--- config.mk ---
export PLATFORM = sky130hd
export DESIGN_NAME = ctrl_pipe_hazard
export DESIGN_NICKNAME = d
export VERILOG_FILES = /design/src/rtl/ctrl_pkg.sv /design/src/rtl/ctrl_pipe_hazard_load_use_detect.sv /design/src/rtl/ctrl_pipe_hazard.sv
export SDC_FILE = /design/constraint.sdc
export NUM_CORES = 1
export LEC_CHECK = 0
export CAP_MARGIN = 20
export CORE_MARGIN = 8
export CORE_UTILIZATION = 25
export CTS_BUF_LIST = sky130_fd_sc_hd__clkbuf_4
export DETAILED_ROUTE_END_ITERATION = 12
export SYNTH_ARGS = -nofsm -noshare
export SYNTH_HDL_FRONTEND = slang
export SYNTH_SLANG_ARGS = --single-unit
export TNS_END_PERCENT = 20
--- constraint.sdc ---
create_clock -name i_clk -period 1.7 [get_ports i_clk]
set_input_delay 0.255 -clock i_clk [delete_from_list [all_inputs] [get_ports i_clk]]
set_output_delay 0.255 -clock i_clk [all_outputs]
set_load 0.1 [all_outputs]
--- src/rtl/ctrl_pkg.sv ---
// Shared definitions for the ID-stage control bundle: bit positions, default widths
// and the bubble value used when a stage must carry no instruction.
package ctrl_pkg;

    localparam int NB_CTRL_DEF = 9;
    localparam int NB_REG_DEF  = 5;
    localparam int NB_CNT_DEF  = 32;

    localparam int CTRL_ALUSRC   = 8;
    localparam int CTRL_MEM2REG  = 7;
    localparam int CTRL_REGWR    = 6;
    localparam int CTRL_MEMRD    = 5;
    localparam int CTRL_MEMWR    = 4;
    localparam int CTRL_BRANCH   = 3;
    localparam int CTRL_JUMP     = 2;
    localparam int CTRL_ALUOP_HI = 1;
    localparam int CTRL_ALUOP_LO = 0;

    localparam logic [NB_CTRL_DEF-1:0] CTRL_BUBBLE = '0;

endpackage

--- src/rtl/ctrl_pipe_hazard_load_use_detect.sv ---
// Combinational load-use hazard detector: an instruction in ID needs a register that
// the load currently in EX has not yet fetched from memory.
module load_use_detect #(
    parameter int NB_REG = 5
) (
    input  logic              i_valid,
    input  logic              i_ex_mem_read,
    input  logic [NB_REG-1:0] i_ex_rd,
    input  logic [NB_REG-1:0] i_rs1,
    input  logic [NB_REG-1:0] i_rs2,
    output logic              o_hz
);

    always_comb begin
        o_hz = i_valid & i_ex_mem_read & (i_ex_rd != '0) &
               ((i_ex_rd == i_rs1) | (i_ex_rd == i_rs2));
    end

endmodule

--- src/rtl/ctrl_pipe_hazard.sv ---
// ID/EX, EX/MEM and MEM/WB control registers with load-use stall, flush and halt.
// Optional stall/flush event counters are built when CTRL_PIPE_EVENT_CNT_EN is defined.
module ctrl_pipe_hazard
    import ctrl_pkg::*;
#(
    parameter int NB_CTRL = NB_CTRL_DEF,
    parameter int NB_REG  = NB_REG_DEF,
    parameter int NB_CNT  = NB_CNT_DEF
) (
    input  logic               i_clk,
    input  logic               i_reset,
    input  logic               i_valid,
    input  logic [NB_CTRL-1:0] i_ctrl,
    input  logic [NB_REG-1:0]  i_rs1,
    input  logic [NB_REG-1:0]  i_rs2,
    input  logic [NB_REG-1:0]  i_rd,
    input  logic               i_flush,
    input  logic               i_halt,
    output logic               o_stall,
    output logic [NB_CTRL-1:0] o_ex_ctrl,
    output logic [NB_REG-1:0]  o_ex_rs1,
    output logic [NB_REG-1:0]  o_ex_rs2,
    output logic [NB_REG-1:0]  o_ex_rd,
    output logic [3:0]         o_mem_ctrl,
    output logic [NB_REG-1:0]  o_mem_rd,
    output logic [1:0]         o_wb_ctrl,
    output logic [NB_REG-1:0]  o_wb_rd,
    output logic [NB_CNT-1:0]  o_stall_cnt,
    output logic [NB_CNT-1:0]  o_flush_cnt
);

    logic [NB_CTRL-1:0] ex_ctrl_q, ex_ctrl_d;
    logic [NB_REG-1:0]  ex_rs1_q, ex_rs1_d;
    logic [NB_REG-1:0]  ex_rs2_q, ex_rs2_d;
    logic [NB_REG-1:0]  ex_rd_q, ex_rd_d;
    logic [3:0]         mem_ctrl_q, mem_ctrl_d;
    logic [NB_REG-1:0]  mem_rd_q, mem_rd_d;
    logic [1:0]         wb_ctrl_q, wb_ctrl_d;
    logic [NB_REG-1:0]  wb_rd_q, wb_rd_d;
    logic               hz;
    logic               stall;

    load_use_detect #(
        .NB_REG (NB_REG)
    ) u_load_use_detect (
        .i_valid       (i_valid),
        .i_ex_mem_read (ex_ctrl_q[CTRL_MEMRD]),
        .i_ex_rd       (ex_rd_q),
        .i_rs1         (i_rs1),
        .i_rs2         (i_rs2),
        .o_hz          (hz)
    );

    // A flush already discards the ID instruction, so stalling it as well would
    // insert a second bubble.
    assign stall = hz & ~i_flush;

    always_comb begin
        ex_ctrl_d  = ex_ctrl_q;
        ex_rs1_d   = ex_rs1_q;
        ex_rs2_d   = ex_rs2_q;
        ex_rd_d    = ex_rd_q;
        mem_ctrl_d = mem_ctrl_q;
        mem_rd_d   = mem_rd_q;
        wb_ctrl_d  = wb_ctrl_q;
        wb_rd_d    = wb_rd_q;
        if (!i_halt) begin
            mem_ctrl_d = {ex_ctrl_q[CTRL_MEM2REG], ex_ctrl_q[CTRL_REGWR],
                          ex_ctrl_q[CTRL_MEMRD], ex_ctrl_q[CTRL_MEMWR]};
            mem_rd_d   = ex_rd_q;
            wb_ctrl_d  = mem_ctrl_q[3:2];
            wb_rd_d    = mem_rd_q;
            if (i_valid && !i_flush && !stall) begin
                ex_ctrl_d             = i_ctrl;
                // Writes to x0 are dropped here so later stages never see them.
                ex_ctrl_d[CTRL_REGWR] = i_ctrl[CTRL_REGWR] & (i_rd != '0);
                ex_rs1_d              = i_rs1;
                ex_rs2_d              = i_rs2;
                ex_rd_d               = i_rd;
            end else begin
                ex_ctrl_d = NB_CTRL'(CTRL_BUBBLE);
                ex_rs1_d  = '0;
                ex_rs2_d  = '0;
                ex_rd_d   = '0;
            end
        end
    end

    always_ff @(posedge i_clk) begin
        if (i_reset) begin
            ex_ctrl_q  <= '0;
            ex_rs1_q   <= '0;
            ex_rs2_q   <= '0;
            ex_rd_q    <= '0;
            mem_ctrl_q <= '0;
            mem_rd_q   <= '0;
            wb_ctrl_q  <= '0;
            wb_rd_q    <= '0;
        end else begin
            ex_ctrl_q  <= ex_ctrl_d;
            ex_rs1_q   <= ex_rs1_d;
            ex_rs2_q   <= ex_rs2_d;
            ex_rd_q    <= ex_rd_d;
            mem_ctrl_q <= mem_ctrl_d;
            mem_rd_q   <= mem_rd_d;
            wb_ctrl_q  <= wb_ctrl_d;
            wb_rd_q    <= wb_rd_d;
        end
    end

`ifdef CTRL_PIPE_EVENT_CNT_EN
    logic [NB_CNT-1:0] stall_cnt_q, stall_cnt_d;
    logic [NB_CNT-1:0] flush_cnt_q, flush_cnt_d;

    always_comb begin
        stall_cnt_d = stall_cnt_q;
        flush_cnt_d = flush_cnt_q;
        if (!i_halt) begin
            if (stall) begin
                stall_cnt_d = stall_cnt_q + NB_CNT'(1);
            end
            if (i_flush) begin
                flush_cnt_d = flush_cnt_q + NB_CNT'(1);
            end
        end
    end

    always_ff @(posedge i_clk) begin
        if (i_reset) begin
            stall_cnt_q <= '0;
            flush_cnt_q <= '0;
        end else begin
            stall_cnt_q <= stall_cnt_d;
            flush_cnt_q <= flush_cnt_d;
        end
    end

    assign o_stall_cnt = stall_cnt_q;
    assign o_flush_cnt = flush_cnt_q;
`else
    assign o_stall_cnt = '0;
    assign o_flush_cnt = '0;
`endif

    assign o_stall    = stall;
    assign o_ex_ctrl  = ex_ctrl_q;
    assign o_ex_rs1   = ex_rs1_q;
    assign o_ex_rs2   = ex_rs2_q;
    assign o_ex_rd    = ex_rd_q;
    assign o_mem_ctrl = mem_ctrl_q;
    assign o_mem_rd   = mem_rd_q;
    assign o_wb_ctrl  = wb_ctrl_q;
    assign o_wb_rd    = wb_rd_q;

endmodule

**Word level (Yosys, flattened, before mapping)**

Cells that the tools add are included.

- Register bits: 40
- Latch bits: 0
- Memory bits (writable): 0
- ROM bits: 0
- Input port bits: 29
- Output and inout bits: 105
- Word-level logic and storage cells: 27
- Memories: 0

- Add/sub/neg operators: 0
- $mul: 0
- Divide/modulo/power cells: 0
- $lt $le $gt $ge: 0
- Equal/unequal tests: 2
- Shift operators: 0
- Multiplexer cells: 4
- Bitwise logic cells: 7
- Reduce and logical (&&, ||, !) cells: 6

Operators by type and width:

| cell | count |
|---|---|
| 5-bit 2-to-1 mux | 3 |
| 5-bit == test | 2 |
| 5-bit nonzero test | 2 |
| 9-bit 2-to-1 mux | 1 |
| 1-bit bitwise AND | 5 |
| 1-bit logical AND | 2 |
| 1-bit zero test | 2 |
| 1-bit NOT | 1 |
| 1-bit OR | 1 |

**Logic depth before layout (Yosys ltp)**

Gate-level depths: netlist of run 1.

- Depth in word-level cells: 7
- Gate-level depth with buffers: 6

**By module**

Synthesis of run 1 repeated with hierarchy kept, for this count alone.

- Cell total of the unflattened synthesis: 217
- Area total of the unflattened synthesis: 2177.1 µm²

Modules (own cells, without submodules):

| module | times used | cells an instance | area each (µm²) |
|---|---|---|---|
| ctrl_pipe_hazard | 1 | 200 | 2044.5 |
| load_use_detect | 1 | 17 | 132.6 |

**Worst setup path before layout of run 1**

Ideal clock, no wire load.

- Path kind: register to output
- Start point: register ex_rd_q[1], in the netlist o_ex_rd[1]
- End point: output port o_stall
- Arrival: 4.825 ns
- Path slack: -3.380 ns
- Stages on the path, launching flop included: 6
- Buffers on the path: 1
- Cells stage by stage: dfxtp_1 -> clkbuf_2 -> xnor2_1 -> nand2_1 -> o22ai_2 -> nor4b_1

- Word-level cells in the longest chain between the ends: 4
- Elaborated cells between the ends (all ways): 7
- Those cells by class: eq/ne (2); bitwise (4); reduce/logical (1)

RTL lines:

| what | line | text |
|---|---|---|
| start, declared | ctrl_pipe_hazard.sv:35 | `logic [NB_REG-1:0] ex_rd_q, ex_rd_d;` |
| start signal, assigned | ctrl_pipe_hazard.sv:103 | `ex_rd_q <= ex_rd_d;` |
| 5-bit == test or 5-bit nonzero test (tied branches) | ctrl_pipe_hazard_load_use_detect.sv:16, ctrl_pipe_hazard_load_use_detect.sv:15 |  |
| 1-bit OR or 1-bit bitwise AND (tied branches) | ctrl_pipe_hazard_load_use_detect.sv:16, ctrl_pipe_hazard_load_use_detect.sv:15 |  |
| 1-bit bitwise AND * | ctrl_pipe_hazard_load_use_detect.sv:15 | `o_hz = i_valid & i_ex_mem_read & (i_ex_rd != '0) &` |
| 1-bit bitwise AND * | ctrl_pipe_hazard.sv:56 | `assign stall = hz & ~i_flush;` |
| end, declared | ctrl_pipe_hazard.sv:19 | `output logic o_stall,` |

Every way passes the cells marked *; elsewhere a longest branch is shown, timed or not.

**Worst setup path in the final report of run 1**

- Start point: register ex_rd_q[2], in the netlist o_ex_rd[2]
- End point: output port o_stall

Same word-level chain as after synthesis.

==> metrics.md, run 1 <==
| Metric | Value |
|---|---|
| Cell area power density | 795 nW/µm² |
| Ys Warns | 0 |
| Slew Limit Fails | 0 |
| CP delay by family, top | simple AND/OR/NAND/NOR gates |
| First-pass GRT wire length | around 10000 µm |
| Root Buffer | clkbuf_4 |
| Synthesized cell area | 2300 µm² |
| Worst setup margin | -0.293 ns |
| Fin Hold WS | between 0.3 and 0.4 ns |
| CP required | roughly 1.4 ns |
| Final wirelength | 6770 µm |
| Vias per cell | 4.27 |
| Final hold violations | 0 |
| Avg Cell Area, Syn | just over 9 µm² |
| Reg-to-Reg Start | o_ex_rd[2] |
| CP Max Fanout | 5 |
| Period utilisation layout | 117% |
| Post-synthesis sequential element count | 40 |
| Pre-CTS setup slack | -0.292 ns |
| Critical-path cell list | or4_4, o21ai_4, nor4b_4, buf_12 |
| Startpoint types | register |
| Synth Area in XOR/XNOR | under 10% |
| Adder-cell share of the synthesized area | 0% |
| Commonest non-fill, non-tap cell in the layout | conb_1 |
| Sequential cell area fraction in the yosys report | 34.8% |
| Max-cap violation count | 0 |
| Largest family of logic cells by synthesized area | buffers and inverters |
| CTS Buf Count | 5 |
| Synth-to-layout area growth | 56.1% |
| Largest incremental delay on the critical path | approximately 0.55 ns |
| DR iter-0 viols | roughly 110 |
| Die W | around 110 µm |
| Failing checks | negative setup slack |
| Unique masters post-synth | 24 |
| Setup violators final | 6 |
| Pre-antenna DRT Iters | 6 |
| Path type of the worst setup path | reg2out |
| CP arrival | 1.74 ns |
| WL/cell | between 15 and 20 µm |
| CTS tree | yes |
| CTS max path bufs | 2 |
| GR Overflow Total | 0 |
| Hold Crit Start | i_rs1[4] |
| Most frequent cells in the layout | conb_1 (64), buf_12 (42), dfxtp_1 (35), buf_4 (30), clkdlybuf4s50_1 (27) |
| Crit path from | o_ex_rd[2] |
| I/O Pins | about 130 |
| Via count | roughly 1900 |
| Global placement routability congestion | 0.699 |
| DP HPWL | 5120 µm |
| Status | complete, but fails checks |
| Die Footprint | ~13000 µm² |
| Final nets | between 300 and 400 |
| Initial Util | around a quarter |
| Leak | around 1.5 nW |
| Synth Area in Compound Gates | between 10% and 20% |
| H-tree depth | 2 |
| Pin count of the biggest net entering global routing | 49 |
| Multiplexer share of the synthesized area | ~7.0% |
| Fill count | about 890 |
| Die H | approximately 110 µm |
| HP Class | in2reg |
| Clock tree sinks | 40 |
| Vias in the first global route | about 1900 |
| RSZ-0062 raised after global routing | yes |
| Worst-path clk slew | around 0.13 ns |
| Fmax | between 500 and 600 MHz |
| Min Tclk post-route | 1.99 ns |
| DRC | 0 |
| GRT Util Overall | 10.2% |
| Worst vdd ir | 0.000269 V |
| Worst Skew | 0.00872 ns |
| Core area | just over 9000 µm² |
| CP endpoint kind | output port |
| Clk_lat worst skew | 0.35 ns |
| Slowest library cell on the worst path | or4_4 |
| Antenna violations before repair | 0 |
| # diodes | 0 |
| Layout cells sized above 1 | 34.2% |
| Synth Area in Simple Gates | under 10% |
| Hold Buf Count CTS | 0 |
| Slew @ Worst Pin | slightly above 0.6 ns |
| Slew HR | roughly three fifths |
| Mapped Cells | between 200 and 300 |
| FP Rows | 35 |
| Post-route ant nets | 0 |
| Buf+Inv Stages, Crit Path | 1 |
| Port bufs | slightly below 70 |
[state kept, by name, indices dropped and copies added (netlist names)]
name	cells
o_mem_rd	5
o_ex_rd	5
o_mem_ctrl	4
o_wb_ctrl	2
o_ex_rs2	5
o_ex_ctrl	9
o_ex_rs1	5
o_wb_rd	5
[stage by stage]
stage	utilization, %	TNS, ns	power (W)	cells	area, µm²
final	39.6	-0.321	0.00285	450	3590
after global routing	39.6	-1.57	0.00297	450	3590
after CTS	39.3	-0.480	0.00287	450	3560
after detailed placement	38.0	-6.08	0.00233	438	3440
after global placement	38.0	-5.29	0.00232	438	3440
after floorplan	-	-0.782	0.00213	313	2580
[cells by family after synthesis]
group	Yosys count
compound gates	51
xor+xnor	10
buf+inv	83
flops	40
mux	16
other cells	1
simple gates	49
[worst reg2reg max path: cells and delay by family, from the launching register on]
kind,cells,cell delay [ns]
flip-flops,1,0.40
AO/OA/AOI/OAI,3,0.43
AND/OR/NAND/NOR,1,0.55
buffers and inverters,1,0.26
[Yosys cell counts, drive strengths merged]
cell	instances	area (µm²)
buf	78	572
dfxtp	40	801
nand2	26	97.6
o21ai	25	204
a32oi	24	210
mux2i	16	160
nor2	16	60.1
xnor2	10	87.6
clkbuf	4	16.3
nand3	2	10.0
or4	2	18.8
conb	1	3.75
inv	1	3.75
nor2b	1	6.26
nor4	1	21.3
nor4b	1	8.76
o21a	1	7.51
o22ai	1	12.5
[power by group]
group / total [W] / switching, W / internal [W]
Clock: 0.000515 / 0.000322 / 0.000194
Combinational: 0.00132 / 0.00103 / 0.000296
Sequential: 0.00101 / 0.0000461 / 0.000968
[final cells by class]
class / instances / area [µm²] / area share (%)
tap: 111 / 139 / 3.87
inverter: 1 / 3.75 / 0.105
multi-input combinational: 190 / 1220 / 34.0
sequential: 40 / 820 / 22.8
timing repair buffer: 100 / 1350 / 37.6
clock buffer: 7 / 52.6 / 1.46
clock inverter: 1 / 5.00 / 0.139
[layer usage]
metal	vias to the layer above	GRT usage, %	wire length [µm]
met5	-	0	0
met4	0	2.70	86
met3	8	5.57	788
met2	86	17.7	3340
met1	916	10.4	2560
li1	910	-	-
[what timing repair did]
item                       CTS  global route
setup buffers                4             0
gates resized for setup      4             6
setup endpoints to repair   17            22
hold endpoints to repair     0             0
pin swaps                    5             4
[path summary, 6_finish.rpt]
check / end / slack, ns / cells past startpoint
hold reg to reg: o_ex_ctrl[1] / 0.55 / 2
setup / recovery: o_stall / -0.29 / 4
hold / removal: o_ex_rs1[4] / 0.36 / 4
setup reg to reg: o_ex_rs1[4] / -0.01 / 5
No activity file was read; power rests on OpenSTA's default activity.
==> inputs of run 2 (changes only) <==
--- a/config.mk
+++ b/config.mk
@@ -8,7 +8,6 @@
 export CAP_MARGIN = 20
 export CORE_MARGIN = 8
 export CORE_UTILIZATION = 25
-export CTS_BUF_LIST = sky130_fd_sc_hd__clkbuf_4
 export DETAILED_ROUTE_END_ITERATION = 12
 export SYNTH_ARGS = -nofsm -noshare
 export SYNTH_HDL_FRONTEND = slang
==> run 2 against run 1 <==
Compared with the run above:
- the flow still finishes with violations (negative setup slack)
- register-to-register slack gained 0.05 ns
- critical path type unchanged
- critical endpoint unchanged
- global-route usage grew 0.17 points
- design area grew 0.28%
- largest cell class unchanged
==> metrics.md, run 2 (synthesis results as in run 1) <==
| Metric | Value |
|---|---|
| Status | complete, but fails checks (unchanged) |
| Failing checks | negative setup slack (unchanged) |
| Final nets | 367 (unchanged) |
| Pre-antenna DRT Iters | 4 (was 6) |
| CP delay by family, top | simple AND/OR/NAND/NOR gates (unchanged) |
| Hold Buf Count CTS | 0 (unchanged) |
| CTS Buf Count | 5 (unchanged) |
| Core area | 9060 µm² (unchanged) |
| Clk_lat worst skew | 0.29 ns (was 0.35 ns) |
| CP required | 1.44 ns (about the same) |
| Min Tclk post-route | 1.94 ns (was 1.99 ns) |
| DR iter-0 viols | 71 (was 109) |
| Slew Limit Fails | 0 (unchanged) |
| Post-route ant nets | 0 (unchanged) |
| RSZ-0062 raised after global routing | yes (unchanged) |
| WL/cell | 15.2 µm (was 15.1 µm) |
| Final setup TNS | -0.235 ns (was -0.321 ns) |
| CP arrival | 1.68 ns (was 1.74 ns) |
| Vias in the first global route | 1912 (was 1913) |
| Die W | 112 µm (unchanged) |
| Fill count | 892 (was 893) |
| Vias per cell | 4.31 (was 4.27) |
| DP HPWL | 5120 µm (unchanged) |
| Setup violators final | 1 (was 6) |
| Worst vdd ir | 0.000270 V (was 0.000269 V) |
| Net Sw Power | 0.00141 W (was 0.00139 W) |
| CTS tree | yes (unchanged) |
| Period utilisation layout | 114% (was 117%) |
| Pin count of the biggest net entering global routing | 49 (unchanged) |
| Startpoint types | register (unchanged) |
| Net Sw Frac | 47.7% (was 48.9%) |
| CP Max Fanout | 5 (unchanged) |
| Fmax | 517 MHz (was 502 MHz) |
| Final hold violations | 0 (unchanged) |
| Largest incremental delay on the critical path | 0.55 ns (about the same) |
| Synth-to-layout area growth | 56.5% (was 56.1%) |
| CP endpoint kind | output port (unchanged) |
| Clk pwr share | 21.1% (was 18.1%) |
| Slew @ Worst Pin | 0.619 ns (was 0.621 ns) |
| HP Class | in2reg (unchanged) |
| FP Rows | 35 (unchanged) |
| # diodes | 0 (unchanged) |
| Internal power | 0.00155 W (was 0.00146 W) |
| Final wirelength | 6840 µm (was 6770 µm) |
| Number of flip-flops under the largest register name | 9 (unchanged) |
| Multi-input gate area | 1210 µm² (was 1220 µm²) |
| Die H | 112 µm (unchanged) |
| Layout cells sized above 1 | 33.0% (was 34.2%) |
| Cell area power density | 820 nW/µm² (was 795 nW/µm²) |
| Slowest library cell on the worst path | or4_4 (unchanged) |
| Most frequent cells in the layout | conb_1 (64), buf_12 (42), dfxtp_1 (35), buf_4 (29), nand2_1 (26) (was conb_1 (64), buf_12 (42), dfxtp_1 (35), buf_4 (30), clkdlybuf4s50_1 (27)) |
| Global placement routability congestion | 0.699 (unchanged) |
| Path type of the worst setup path | reg2out (unchanged) |
| Via count | 1938 (was 1920) |
| H-tree depth | 2 (unchanged) |
| Sequential cell area | 820 µm² (unchanged) |
| Combinational share of power | 44.6% (was 46.4%) |
| Root Buffer | clkbuf_8 (was clkbuf_4) |
| Die Footprint | 12500 µm² (unchanged) |
| First-pass GRT wire length | 10500 µm (was 10400 µm) |
| Worst Skew | 0.00309 ns (was 0.00872 ns) |
| Worst setup margin | -0.235 ns (was -0.293 ns) |
| CTS max path bufs | 2 (unchanged) |
| Max-cap violation count | 0 (unchanged) |
| Port bufs | 69 (unchanged) |
| Slew HR | 58.7% (was 58.5%) |
| Initial Util | 25.4% (unchanged) |
| GR Overflow Total | 0 (unchanged) |
| Buf+Inv Stages, Crit Path | 1 (unchanged) |
| Worst-path clk slew | 0.08 ns (was 0.13 ns) |
| Clock tree sinks | 40 (unchanged) |
| GRT Util Overall | 10.4% (was 10.2%) |
| Commonest non-fill, non-tap cell in the layout | conb_1 (unchanged) |
| DRC | 0 (unchanged) |
| Reg power frac | 34.3% (was 35.5%) |
| Fin Hold WS | 0.386 ns (was 0.365 ns) |
| Antenna violations before repair | 0 (unchanged) |
| Critical-path cell list | or4_4, o21ai_4, nor4b_4, buf_12 (unchanged) |
| I/O Pins | 134 (unchanged) |
| Leak | 1.51 nW (was 1.49 nW) |
[run 2: repair_timing]
action,CTS,global route
pin swaps,3,5
setup buffers,4,0
endpoints found under the setup margin,15,24
gates resized for setup,8,8
[run 2: final cells by class]
| type | count | area share (%) |
|---|---|---|
| Clock buffer | 7 | 2.12 |
| Clock inverter | 1 | 0.139 |
| Inverter | 1 | 0.104 |
| Multi-Input combinational cell | 190 | 33.6 |
| Sequential cell | 40 | 22.8 |
| Tap cell | 111 | 3.86 |
| Timing Repair Buffer | 100 | 37.4 |
[run 2: layer usage]
metal / GRT usage, % / part of all wire [%] / vias to the layer above
met3: 5.74 / 11 / 9
met1: 10.5 / 38 / 931
met4: 2.79 / 1.3 / 0
met5: 0 / 0 / -
li1: - / - / 913
met2: 18.0 / 50 / 85
[run 2: final timing paths]
path | start | end | slack (ns) | depth (start not counted)
setup / recovery | o_ex_rd[2] | o_stall | -0.24 | 4
hold / removal | i_rs2[1] | o_ex_rs2[1] | 0.39 | 4
setup reg to reg | o_ex_rd[2] | o_ex_rs2[2] | 0.04 | 5
hold reg to reg | o_ex_ctrl[1] | o_ex_ctrl[1] | 0.54 | 2
[run 2: stage by stage]
| step | power, W | instances | area (µm²) | util (%) | setup WS (ns) |
|---|---|---|---|---|---|
| after floorplan | 0.00213 | 313 | 2580 | - | -0.782 |
| after global placement | 0.00232 | 438 | 3440 | 38.0 | -0.299 |
| after detailed placement | 0.00233 | 438 | 3440 | 38.0 | -0.292 |
| after CTS | 0.00297 | 450 | 3560 | 39.2 | -0.249 |
| after global routing | 0.00307 | 450 | 3600 | 39.7 | -0.305 |
| final | 0.00295 | 450 | 3600 | 39.7 | -0.235 |
[run 2: worst reg2reg max path: stages, from the launching register on]
cell and delay (ns):
dfxtp_4 0.38, or4_4 0.55, o21ai_4 0.21, buf_4 0.20, a32oi_1 0.13, o21ai_2 0.11
[run 2: power by group through the flow]
stage	Sequential (W)	Clock, W	Combinational [W]
after floorplan	0.00125	0	0.000884
after global placement	0.00104	0	0.00128
after detailed placement	0.00104	0	0.00129
after CTS	0.00101	0.000661	0.00130
after global routing	0.00102	0.000700	0.00136
final	0.00101	0.000624	0.00132
